File: config.mk
export PLATFORM = sky130hd
export DESIGN_NAME = exec_alu_bypass
export DESIGN_NICKNAME = d
export VERILOG_FILES = /design/src/rtl/mips_pkg.sv /design/src/rtl/alu_ctrl_dec.sv /design/src/rtl/exec_alu_bypass.sv
export SDC_FILE = /design/constraint.sdc
export NUM_CORES = 1
export LEC_CHECK = 0
export BUFFER_PORTS_ARGS = -buffer_cell sky130_fd_sc_hd__buf_2
export CORE_ASPECT_RATIO = 1.25
export CORE_MARGIN = 2
export CORE_UTILIZATION = 45
export CTS_CLUSTER_DIAMETER = 50
export DETAILED_ROUTE_END_ITERATION = 10
export GPL_ROUTABILITY_DRIVEN = 1
export GPL_TIMING_DRIVEN = 0
export HOLD_SLACK_MARGIN = 0.03
export PLACE_DENSITY = 0.68
export SLEW_MARGIN = 20
export SYNTH_ARGS = -nofsm -noshare
export SYNTH_HDL_FRONTEND = slang
export SYNTH_SLANG_ARGS = --single-unit
File: constraint.sdc
create_clock -name clock -period 9.8 [get_ports clock]
set_input_delay 0.49 -clock clock [delete_from_list [all_inputs] [get_ports clock]]
set_output_delay 0.49 -clock clock [all_outputs]
set_load 0.1 [all_outputs]
File: src/rtl/mips_pkg.sv
// Shared MIPS pipeline constants: opcodes, R-type funct codes, ALU control
// codes and branch-operand bypass select codes.
package mips_pkg;

  localparam logic [5:0] OP_RTYPE = 6'b000000;
  localparam logic [5:0] OP_J     = 6'b000010;
  localparam logic [5:0] OP_JAL   = 6'b000011;
  localparam logic [5:0] OP_BEQ   = 6'b000100;
  localparam logic [5:0] OP_BNE   = 6'b000101;
  localparam logic [5:0] OP_ADDI  = 6'b001000;
  localparam logic [5:0] OP_LW    = 6'b100011;
  localparam logic [5:0] OP_SW    = 6'b101011;

  localparam logic [5:0] FN_JR    = 6'h08;
  localparam logic [5:0] FN_ADD   = 6'h20;
  localparam logic [5:0] FN_ADDU  = 6'h21;
  localparam logic [5:0] FN_SUB   = 6'h22;
  localparam logic [5:0] FN_SUBU  = 6'h23;
  localparam logic [5:0] FN_AND   = 6'h24;
  localparam logic [5:0] FN_OR    = 6'h25;
  localparam logic [5:0] FN_XOR   = 6'h26;
  localparam logic [5:0] FN_NOR   = 6'h27;
  localparam logic [5:0] FN_SLT   = 6'h2A;

  localparam logic [2:0] ALU_AND  = 3'b000;
  localparam logic [2:0] ALU_OR   = 3'b001;
  localparam logic [2:0] ALU_ADD  = 3'b010;
  localparam logic [2:0] ALU_XOR  = 3'b011;
  localparam logic [2:0] ALU_NOR  = 3'b100;
  localparam logic [2:0] ALU_SUB  = 3'b110;
  localparam logic [2:0] ALU_SLT  = 3'b111;

  localparam logic [1:0] FWD_RF    = 2'b00;
  localparam logic [1:0] FWD_MEMWB = 2'b01;
  localparam logic [1:0] FWD_EXMEM = 2'b10;

  function automatic logic is_branch(input logic [5:0] op);
    return (op == OP_BEQ) || (op == OP_BNE);
  endfunction

endpackage

File: src/rtl/alu_ctrl_dec.sv
// ALU control decoder: maps the ID/EX opcode and funct field to a 3-bit ALU
// control. Anything not explicitly recognised (JR, J, JAL, unknown) adds.
module alu_ctrl_dec
  import mips_pkg::*;
(
  input  logic [5:0] ex_op,
  input  logic [5:0] ex_funct,
  output logic [2:0] alu_ctrl
);

  always_comb begin
    alu_ctrl = ALU_ADD;
    case (ex_op)
      OP_RTYPE: begin
        case (ex_funct)
          FN_ADD, FN_ADDU: alu_ctrl = ALU_ADD;
          FN_SUB, FN_SUBU: alu_ctrl = ALU_SUB;
          FN_AND:          alu_ctrl = ALU_AND;
          FN_OR:           alu_ctrl = ALU_OR;
          FN_XOR:          alu_ctrl = ALU_XOR;
          FN_NOR:          alu_ctrl = ALU_NOR;
          FN_SLT:          alu_ctrl = ALU_SLT;
          default:         alu_ctrl = ALU_ADD;
        endcase
      end
      OP_BEQ, OP_BNE: alu_ctrl = ALU_SUB;
      default:        alu_ctrl = ALU_ADD;
    endcase
  end

endmodule

File: src/rtl/exec_alu_bypass.sv
// Execute-stage ALU with registered zero/overflow flags, plus the ID-stage
// branch-operand bypass select logic driven from the EX/MEM and MEM/WB dests.
module exec_alu_bypass
  import mips_pkg::*;
#(
  parameter int DW = 32,
  parameter int RW = 5
) (
  input  logic          clock,
  input  logic          reset,
  input  logic [5:0]    ex_op,
  input  logic [5:0]    ex_funct,
  input  logic [DW-1:0] alu_a,
  input  logic [DW-1:0] alu_b,
  output logic [2:0]    alu_ctrl,
  output logic [DW-1:0] alu_result,
  output logic          alu_zero,
  output logic          alu_zero_q,
  output logic          alu_ovf_q,
  input  logic [5:0]    id_op,
  input  logic [RW-1:0] id_rs,
  input  logic [RW-1:0] id_rt,
  input  logic [RW-1:0] exmem_dest,
  input  logic [RW-1:0] memwb_dest,
  output logic [1:0]    br_fwd_a,
  output logic [1:0]    br_fwd_b
);

  logic [DW-1:0] sum;
  logic [DW-1:0] diff;
  logic          slt;
  logic          alu_ovf_d;
  logic          alu_zero_d;

  alu_ctrl_dec u_dec (
    .ex_op    (ex_op),
    .ex_funct (ex_funct),
    .alu_ctrl (alu_ctrl)
  );

  assign sum  = alu_a + alu_b;
  assign diff = alu_a - alu_b;
  assign slt  = $signed(alu_a) < $signed(alu_b);

  always_comb begin
    alu_result = '0;
    case (alu_ctrl)
      ALU_AND: alu_result = alu_a & alu_b;
      ALU_OR:  alu_result = alu_a | alu_b;
      ALU_ADD: alu_result = sum;
      ALU_XOR: alu_result = alu_a ^ alu_b;
      ALU_NOR: alu_result = ~(alu_a | alu_b);
      ALU_SUB: alu_result = diff;
      ALU_SLT: alu_result = {{(DW-1){1'b0}}, slt};
      default: alu_result = '0;
    endcase
  end

  assign alu_zero   = (alu_result == '0);
  assign alu_zero_d = alu_zero;

  // Signed overflow: operand signs agree (ADD) or differ (SUB) and the result sign flips.
  always_comb begin
    alu_ovf_d = 1'b0;
    case (alu_ctrl)
      ALU_ADD: alu_ovf_d = (alu_a[DW-1] == alu_b[DW-1]) && (sum[DW-1]  != alu_a[DW-1]);
      ALU_SUB: alu_ovf_d = (alu_a[DW-1] != alu_b[DW-1]) && (diff[DW-1] != alu_a[DW-1]);
      default: alu_ovf_d = 1'b0;
    endcase
  end

  always_ff @(posedge clock) begin
    if (reset) begin
      alu_zero_q <= 1'b0;
      alu_ovf_q  <= 1'b0;
    end else begin
      alu_zero_q <= alu_zero_d;
      alu_ovf_q  <= alu_ovf_d;
    end
  end

  // EX/MEM is the younger producer, so it wins over MEM/WB; $0 is never bypassed.
  always_comb begin
    br_fwd_a = FWD_RF;
    br_fwd_b = FWD_RF;
    if (is_branch(id_op)) begin
      if (id_rs != '0 && id_rs == exmem_dest)      br_fwd_a = FWD_EXMEM;
      else if (id_rs != '0 && id_rs == memwb_dest) br_fwd_a = FWD_MEMWB;
      if (id_rt != '0 && id_rt == exmem_dest)      br_fwd_b = FWD_EXMEM;
      else if (id_rt != '0 && id_rt == memwb_dest) br_fwd_b = FWD_MEMWB;
    end
  end

endmodule

==> impl_results.md, run 1 <==
* Nets at 1,317
* GRT overflow at 0
* CTS resizes at 0
* Levels on crit path at 15
* H-tree depth at 1
* Post-Syn Area per Cell at 6.64 sq um
* Placer Congestion at 1.03
* WS Path Type: in2out
* Hold slack at 458 ps
* Final hold vios at 0
* Net Sw Power at 0.467 mW
* CP Launch Type: primary input
* Top-Level Pins at ~150
* Die Y at 138 microns
* Max-slew headroom at 34.3%
* Most common cell on crit path: buf_2
* Overall global routing resource usage at 33.8%
* Number of port buffers at 140
* Site row count at 48
* CTS tree: built
* Max cap viols at 0
* Commonest cells after routing, fill and taps aside: buf_2, inv_1, a21oi_1, ha_1, nor2_1
* Area Growth Syn to Fin at 15.7%
* Layout Cells excl Fill at 1,286
* Die Span X at 111 microns
* Clock slew at reported path FFs at about 30 ps
* Hold Crit Class: in2reg
* TritonCTS Sinks at 2
* N_diodes at 0
* Share of cells above drive strength 1 at ~17%
* Post-Syn Instances at 968
* Crit path DAT at 5280 ps
* Post-CTS setup buffers at 0
* Top_reg_cell synth: dfxtp_1
* Setup violators final at 0
* Total detailed-routing wirelength at 27,300 microns
* DR iter-0 viols at 819
* Seq/Total Area, Yosys at 0.623%
* Initial Util at 46.3%
* Leak pwr at 3.49 nW
* Yosys warns at 0
* Critical path peak fanout at 10
* Worst ir drop on vdd at 137 uV
* Inst Count DP at roughly 1.3k
* CP Capture Type: output pin
* Final Cycle Share at roughly three fifths
* Inserted Clock Buffers at 3
* Sw frac at between 60% and 70%
* Pins Over Slew Limit at 0
* Reg power frac at 1.3%
* Global-route wire length before repair at about 42,000 microns
* Post-synth EDFFs at 0
* Power share of the combinational group at 89.6%
* Via count at 8,429
* Hold path depth at 2
* Syn Nets at 1,172
* Worst-path cell chain: clkbuf_1 -> mux2i_1 -> a41oi_1 -> nand2b_1 -> buf_2 -> buf_2 -> buf_1 -> a41oi_1 -> o21a_1 -> nor4_1 -> nand4_1 -> nor4_2 -> nand4_1 -> nor3_1 -> buf_2
* Die footprint at roughly 15,000 sq um
* RSZ-0062 raised after global routing: false
* Distinct cells, synth at 81
* Cell at the slowest stage of the critical path: buf_1
* Core footprint at 13,900 sq um
* Synth Cell Area at 6430 sq um
* Critical path buffers and inverters at 5
* Power Density at about 93 nW/um^2
* Clock Path Buffers at 2
* P_int at approximately 0.22 mW
* Largest delay share family, worst path: buffers and inverters
* Setup TNS at 0 ps
* CP peak stage delay at 760 ps
* Root Buffer: clkbuf_16
* Largest net degree at the start of global routing at 11
* Pre-antenna DRT Iters at 5
* Vias in the first global route at 7,774
* Tmin final at 5770 ps
* Synth async-reset ratio at 0%
* Antenna violations before repair at 0
* DR WL/cell at 21.2 microns
* Clk network pwr share at a little under a tenth
* Via density at 6.55
* Yosys reg bits at 2
* FMAX at 173 MHz
* HPWL Detailed at roughly 22,000 microns
* Hold Buf Count CTS at 0
* Outcome: finished, final reports clean
* DR DRC count at 0
* Commonest non-fill, non-tap cell in the layout: buf_2
* Final ANT Viol Nets at 0
* Least-Margin Pin Slew at 986 ps
* Worst EP required at 9310 ps
[per-layer routing]
layer  routed length, microns  GRT usage, %
met5                        0             0
met4                     1750          17.6
met3                     2940          3.78
met2                    12500          60.2
met1                    10200          40.0
[layout make-up]
class	count	area (sq um)
plain buffers	56	235
flip-flops and latches	2	40.0
well taps	175	219
multi-input cells	808	5780
clock buffers	3	75.1
repair buffers	140	701
fillers	1496	6440
inverters	102	383
[kinds of logic after synthesis]
| group | after synthesis | share of synthesized area, % |
|---|---|---|
| simple gates | 300 | 24.1 |
| fa+ha+maj | 100 | 19.7 |
| buf+inv | 158 | 9.62 |
| mux | 10 | 1.60 |
| xor+xnor | 43 | 5.86 |
| compound gates | 355 | 38.5 |
| flops | 2 | 0.623 |
[path summary, 6_finish.rpt]
check	from	to
max	ex_funct[2]	alu_zero
min	reset	alu_zero_q
[registers in the layout, indices dropped and copies added (netlist names)]
register    count
alu_ovf_q       1
alu_zero_q      1
[per-stage QoR]
| stage | power [mW] | setup slack [ps] | cell area (sq um) | util, % |
|---|---|---|---|---|
| after floorplan | 0.471 | 2140 | 6430 | - |
| after global placement | 0.612 | 4110 | 7350 | 52.9 |
| after detailed placement | 0.613 | 4280 | 7360 | 53.0 |
| after CTS | 0.678 | 4270 | 7430 | 53.6 |
| after global routing | 0.725 | 3970 | 7430 | 53.6 |
| final | 0.690 | 4030 | 7430 | 53.6 |
[synth_stat cells, types with 7 or more instances]
master	n	share of area, %
nand2b_1	11	1.1
nor4_1	12	1.2
ha_1	98	19
o21ai_0	45	3.5
xnor2_1	21	2.9
and3_1	11	1.1
buf_2	11	0.86
o221ai_1	8	1.1
o21bai_1	8	0.93
a211o_1	8	1.1
clkbuf_1	38	2.2
o211ai_1	30	3.5
xor2_1	22	3.0
inv_1	99	5.8
or3_1	10	0.97
o31ai_1	11	1.3
mux2i_1	8	1.2
nand4_1	12	1.2
a21o_1	18	2.1
nand2_1	65	3.8
a31oi_1	16	1.6
or4_1	7	0.82
nor2_1	68	4.0
nor3_1	34	2.6
nor2b_1	14	1.4
nand3_1	26	2.0
a21oi_1	98	7.6
a211oi_1	19	2.2
[power by group through the flow]
stage	registers [mW]	logic (mW)	clock network (mW)
4_1_cts	0.00871	0.607	0.0631
3_5_place_dp	0.00882	0.604	0
6_report	0.00871	0.619	0.0628
3_3_place_gp	0.00881	0.604	0
2_1_floorplan	0.0120	0.459	0
5_1_grt	0.00875	0.653	0.0632
Note: power is estimated with default switching activity, not from simulation.
==> inputs of run 2 (changes only) <==
- ABC_AREA: not set -> 1
- PLACE_DENSITY: 0.68 -> 0.69
- clock period: 9.8 -> 5.05 ns (I/O delays scaled with it)
==> run 2 against run 1 <==
Compared with the run above: non-clock buffer count increased by 1; final cell count increased by 55%; routed wire length increased by 8.7%; total power increased by 100%; critical endpoint unchanged; largest cell class unchanged.
==> impl_results.md, run 2 <==
* FF+latch area at 40.0 sq um (unchanged)
* Commonest cells after routing, fill and taps aside: nand2_1, inv_1, nand3_1 (was buf_2, inv_1, a21oi_1, ha_1, nor2_1)
* Via density at 5.17 (was 6.55)
* Synth area leader: nand2_1 (was ha_1)
* Synth async-reset ratio at 0% (unchanged)
* Post-synth EDFFs at 0 (unchanged)
* Least-Margin Pin Slew at 848 ps (was 986 ps)
* Via count at 10.3k (was 8,429)
* Pre-antenna DRT Iters at 7 (was 5)
* Final ANT Viol Nets at 0 (unchanged)
* Largest cells by area after synthesis: nand2_1, nand3_1, inv_1 (was ha_1, a21oi_1, inv_1)
* FMAX at 247 MHz
* Global-route wire length before repair at 45,900 microns (was 41,500 microns)
* Post-synthesis mux area share at 0% (was 1.60%)
* CP Launch Type: primary input (unchanged)
* Yosys reg bits at 2 (unchanged)
* Cell at the slowest stage of the critical path: nor2_1 (was buf_1)
* H-tree depth at 1 (unchanged)
* Critical path buffers and inverters at 6 (was 5)
* HPWL Detailed at 25,700 microns (was 21,800 microns)
* Hold Crit Class: in2reg (unchanged)
* Post-Syn Area per Cell at 4.88 sq um (was 6.64 sq um)
* Largest family of logic cells by synthesized area: simple AND/OR/NAND/NOR gates (was compound AO/OA/AOI/OAI gates)
* Clock Path Buffers at 2 (unchanged)
* WS Path Type: in2out (unchanged)
* Overall global routing resource usage at 31.1% (was 33.8%)
* Distinct cells, synth at 38 (was 81)
* Die Y at 152 microns (was 138 microns)
* Number of port buffers at 144 (was 140)
* Area Growth Syn to Fin at 13.6% (was 15.7%)
* Adder-Cell Fraction of Synth Area at 16.0% (was 19.7%)
* Multi-input gate area at 6350 sq um (was 5780 sq um)
* Top_reg_cell synth: dfxtp_1 (unchanged)
* DR DRC count at 0 (unchanged)
* Largest net degree at the start of global routing at 11 (unchanged)
* Initial Util at 45.7% (was 46.3%)
* Tmin final at 4050 ps
* Pins Over Slew Limit at 0 (unchanged)
* Core footprint at 17,400 sq um (was 13,900 sq um)
* Final Cycle Share at 80.2%
* Critical path peak fanout at 9 (was 10)
* Setup violators final at 0 (unchanged)
* TritonCTS Sinks at 2 (unchanged)
* DR WL/cell at 14.9 microns (was 21.2 microns)
* Synth Area in Compound Gates at 5.10% (was 38.5%)
* Post-route setup slack at 998 ps (was 4030 ps)
* Die Span X at 123 microns (was 111 microns)
* Total detailed-routing wirelength at 29,700 microns (was 27,300 microns)
* Max cap viols at 0 (unchanged)
* N_diodes at 0 (unchanged)
* Leak pwr at 5.82 nW (was 3.49 nW)
* Synth Cell Area at 7930 sq um (was 6430 sq um)
* Site row count at 54 (was 48)
* Largest delay share family, worst path: simple AND/OR/NAND/NOR gates (was buffers and inverters)
* Commonest non-fill, non-tap cell in the layout: nand2_1 (was buf_2)
* Fill count at 1,981 (was 1,496)
* Worst ir drop on vdd at 250 uV (was 137 uV)
* Vias in the first global route at 9,483 (was 7,774)
* GRT overflow at 0 (unchanged)
* Post-place setup slack at 1140 ps (was 4280 ps)
* Post-synth top area share at 26.3% (was 19.1%)
* CTS tree: built (unchanged)
* RSZ-0062 raised after global routing: false (unchanged)
* Power Density at 153 nW/um^2 (was 92.8 nW/um^2)
* Crit path DAT at 3800 ps (was 5280 ps)
* Synth Area in XOR/XNOR at 2.54% (was 5.86%)
* Root Buffer: clkbuf_16 (unchanged)
* Largest registers: alu_ovf_q: 1 flops, alu_zero_q: 1 flops (unchanged)
* Die footprint at 18,700 sq um (was 15,300 sq um)
* CP Capture Type: output pin (unchanged)
* Total chip power at 1.38 mW (was 0.690 mW)
* Inserted Clock Buffers at 3 (unchanged)
* Placer Congestion at 1.06 (was 1.03)
* Worst EP required at 4800 ps (was 9310 ps)
* Synth cell count leaders: nand2_1, inv_1, nand3_1, nor2_1, ha_1 (was inv_1, a21oi_1, ha_1, nor2_1, nand2_1)
* Outcome: finished, final reports clean (unchanged)
* Post-CTS setup buffers at 0 (unchanged)
* CTS resizes at 0 (unchanged)
* DR iter-0 viols at 854 (was 819)
* Seq/Total Area, Yosys at 0.505% (was 0.623%)
* Hold Buf Count CTS at 0 (unchanged)
* Syn Nets at 1,830 (was 1,172)
* Post-Synth Simple-Gate Area at 56.5% (was 24.1%)
* CP peak stage delay at 500 ps (was 760 ps)
* Most frequent cell after synthesis: nand2_1 (was inv_1)
* Clock slew at reported path FFs at 30 ps (about the same)
* Antenna violations before repair at 0 (unchanged)
* Share of cells above drive strength 1 at 12.3% (was 17.1%)
* Setup TNS at 0 ps (unchanged)
* Most common cell on crit path: nand2_1 (was buf_2)
* Yosys warns at 0 (unchanged)
* Final hold vios at 0 (unchanged)
* Max-slew headroom at 43.5% (was 34.3%)
* Top-Level Pins at 146 (unchanged)
* Post-Syn Instances at 1,626 (was 968)
* Nets at 1,979 (was 1,317)
* Worst-path cell chain: buf_2 -> inv_1 -> ha_1 -> buf_2 -> nor2_1 -> nand2_1 -> inv_1 -> nand2_1 -> nand2_1 -> nand2_1 -> nand2_1 -> nand2_1 -> nand3_1 -> nand2_1 -> nor2_1 -> nand2_1 -> nor2_1 -> nand2_1 -> nor2_1 -> nand3_2 -> inv_1 -> buf_2 (was clkbuf_1 -> mux2i_1 -> a41oi_1 -> nand2b_1 -> buf_2 -> buf_2 -> buf_1 -> a41oi_1 -> o21a_1 -> nor4_1 -> nand4_1 -> nor4_2 -> nand4_1 -> nor3_1 -> buf_2)
-- run 2: cells by family after synthesis --
group / count (synthesis)
flip-flops: 2
buffers and inverters: 386
AND/OR/NAND/NOR: 1045
AO/OA/AOI/OAI: 70
XOR/XNOR: 23
adder cells (fa/ha/maj): 100
-- run 2: final timing paths --
kind / end / cells past startpoint / startpoint
setup / recovery: alu_zero / 22 / alu_a[3]
hold / removal: alu_zero_q / 2 / reset
-- run 2: per-layer routing --
metal / global-route usage (%) / routed length [microns]
met1: 34.2 / 11100
met2: 53.7 / 13700
met3: 2.21 / 1930
met4: 24.9 / 2870
met5: 0 / 0
-- run 2: through the flow --
stage / hold slack [ps] / std cells / cell area [sq um] / utilization, %
5_1_grt: 227 / 1997 / 9010 / 51.9
2_1_floorplan: 319 / 1626 / 7930 / -
4_1_cts: 224 / 1997 / 9010 / 51.9
6_report: 223 / 1997 / 9010 / 51.9
3_5_place_dp: 442 / 1994 / 8930 / 51.4
3_3_place_gp: 432 / 1994 / 8930 / 51.4
-- run 2: final cells by class --
type | count | area share (%)
buffer | 53 | 3.19
clock buffer | 3 | 0.833
inverter | 333 | 13.9
multi-input combinational | 1238 | 70.5
sequential | 2 | 0.445
tap | 224 | 3.11
timing repair buffer | 144 | 8.00
-- run 2: report_power, final --
part	internal, mW	switching, mW
Clock	0.101	0.0174
Combinational	0.296	0.948
Sequential	0.0166	0.000158
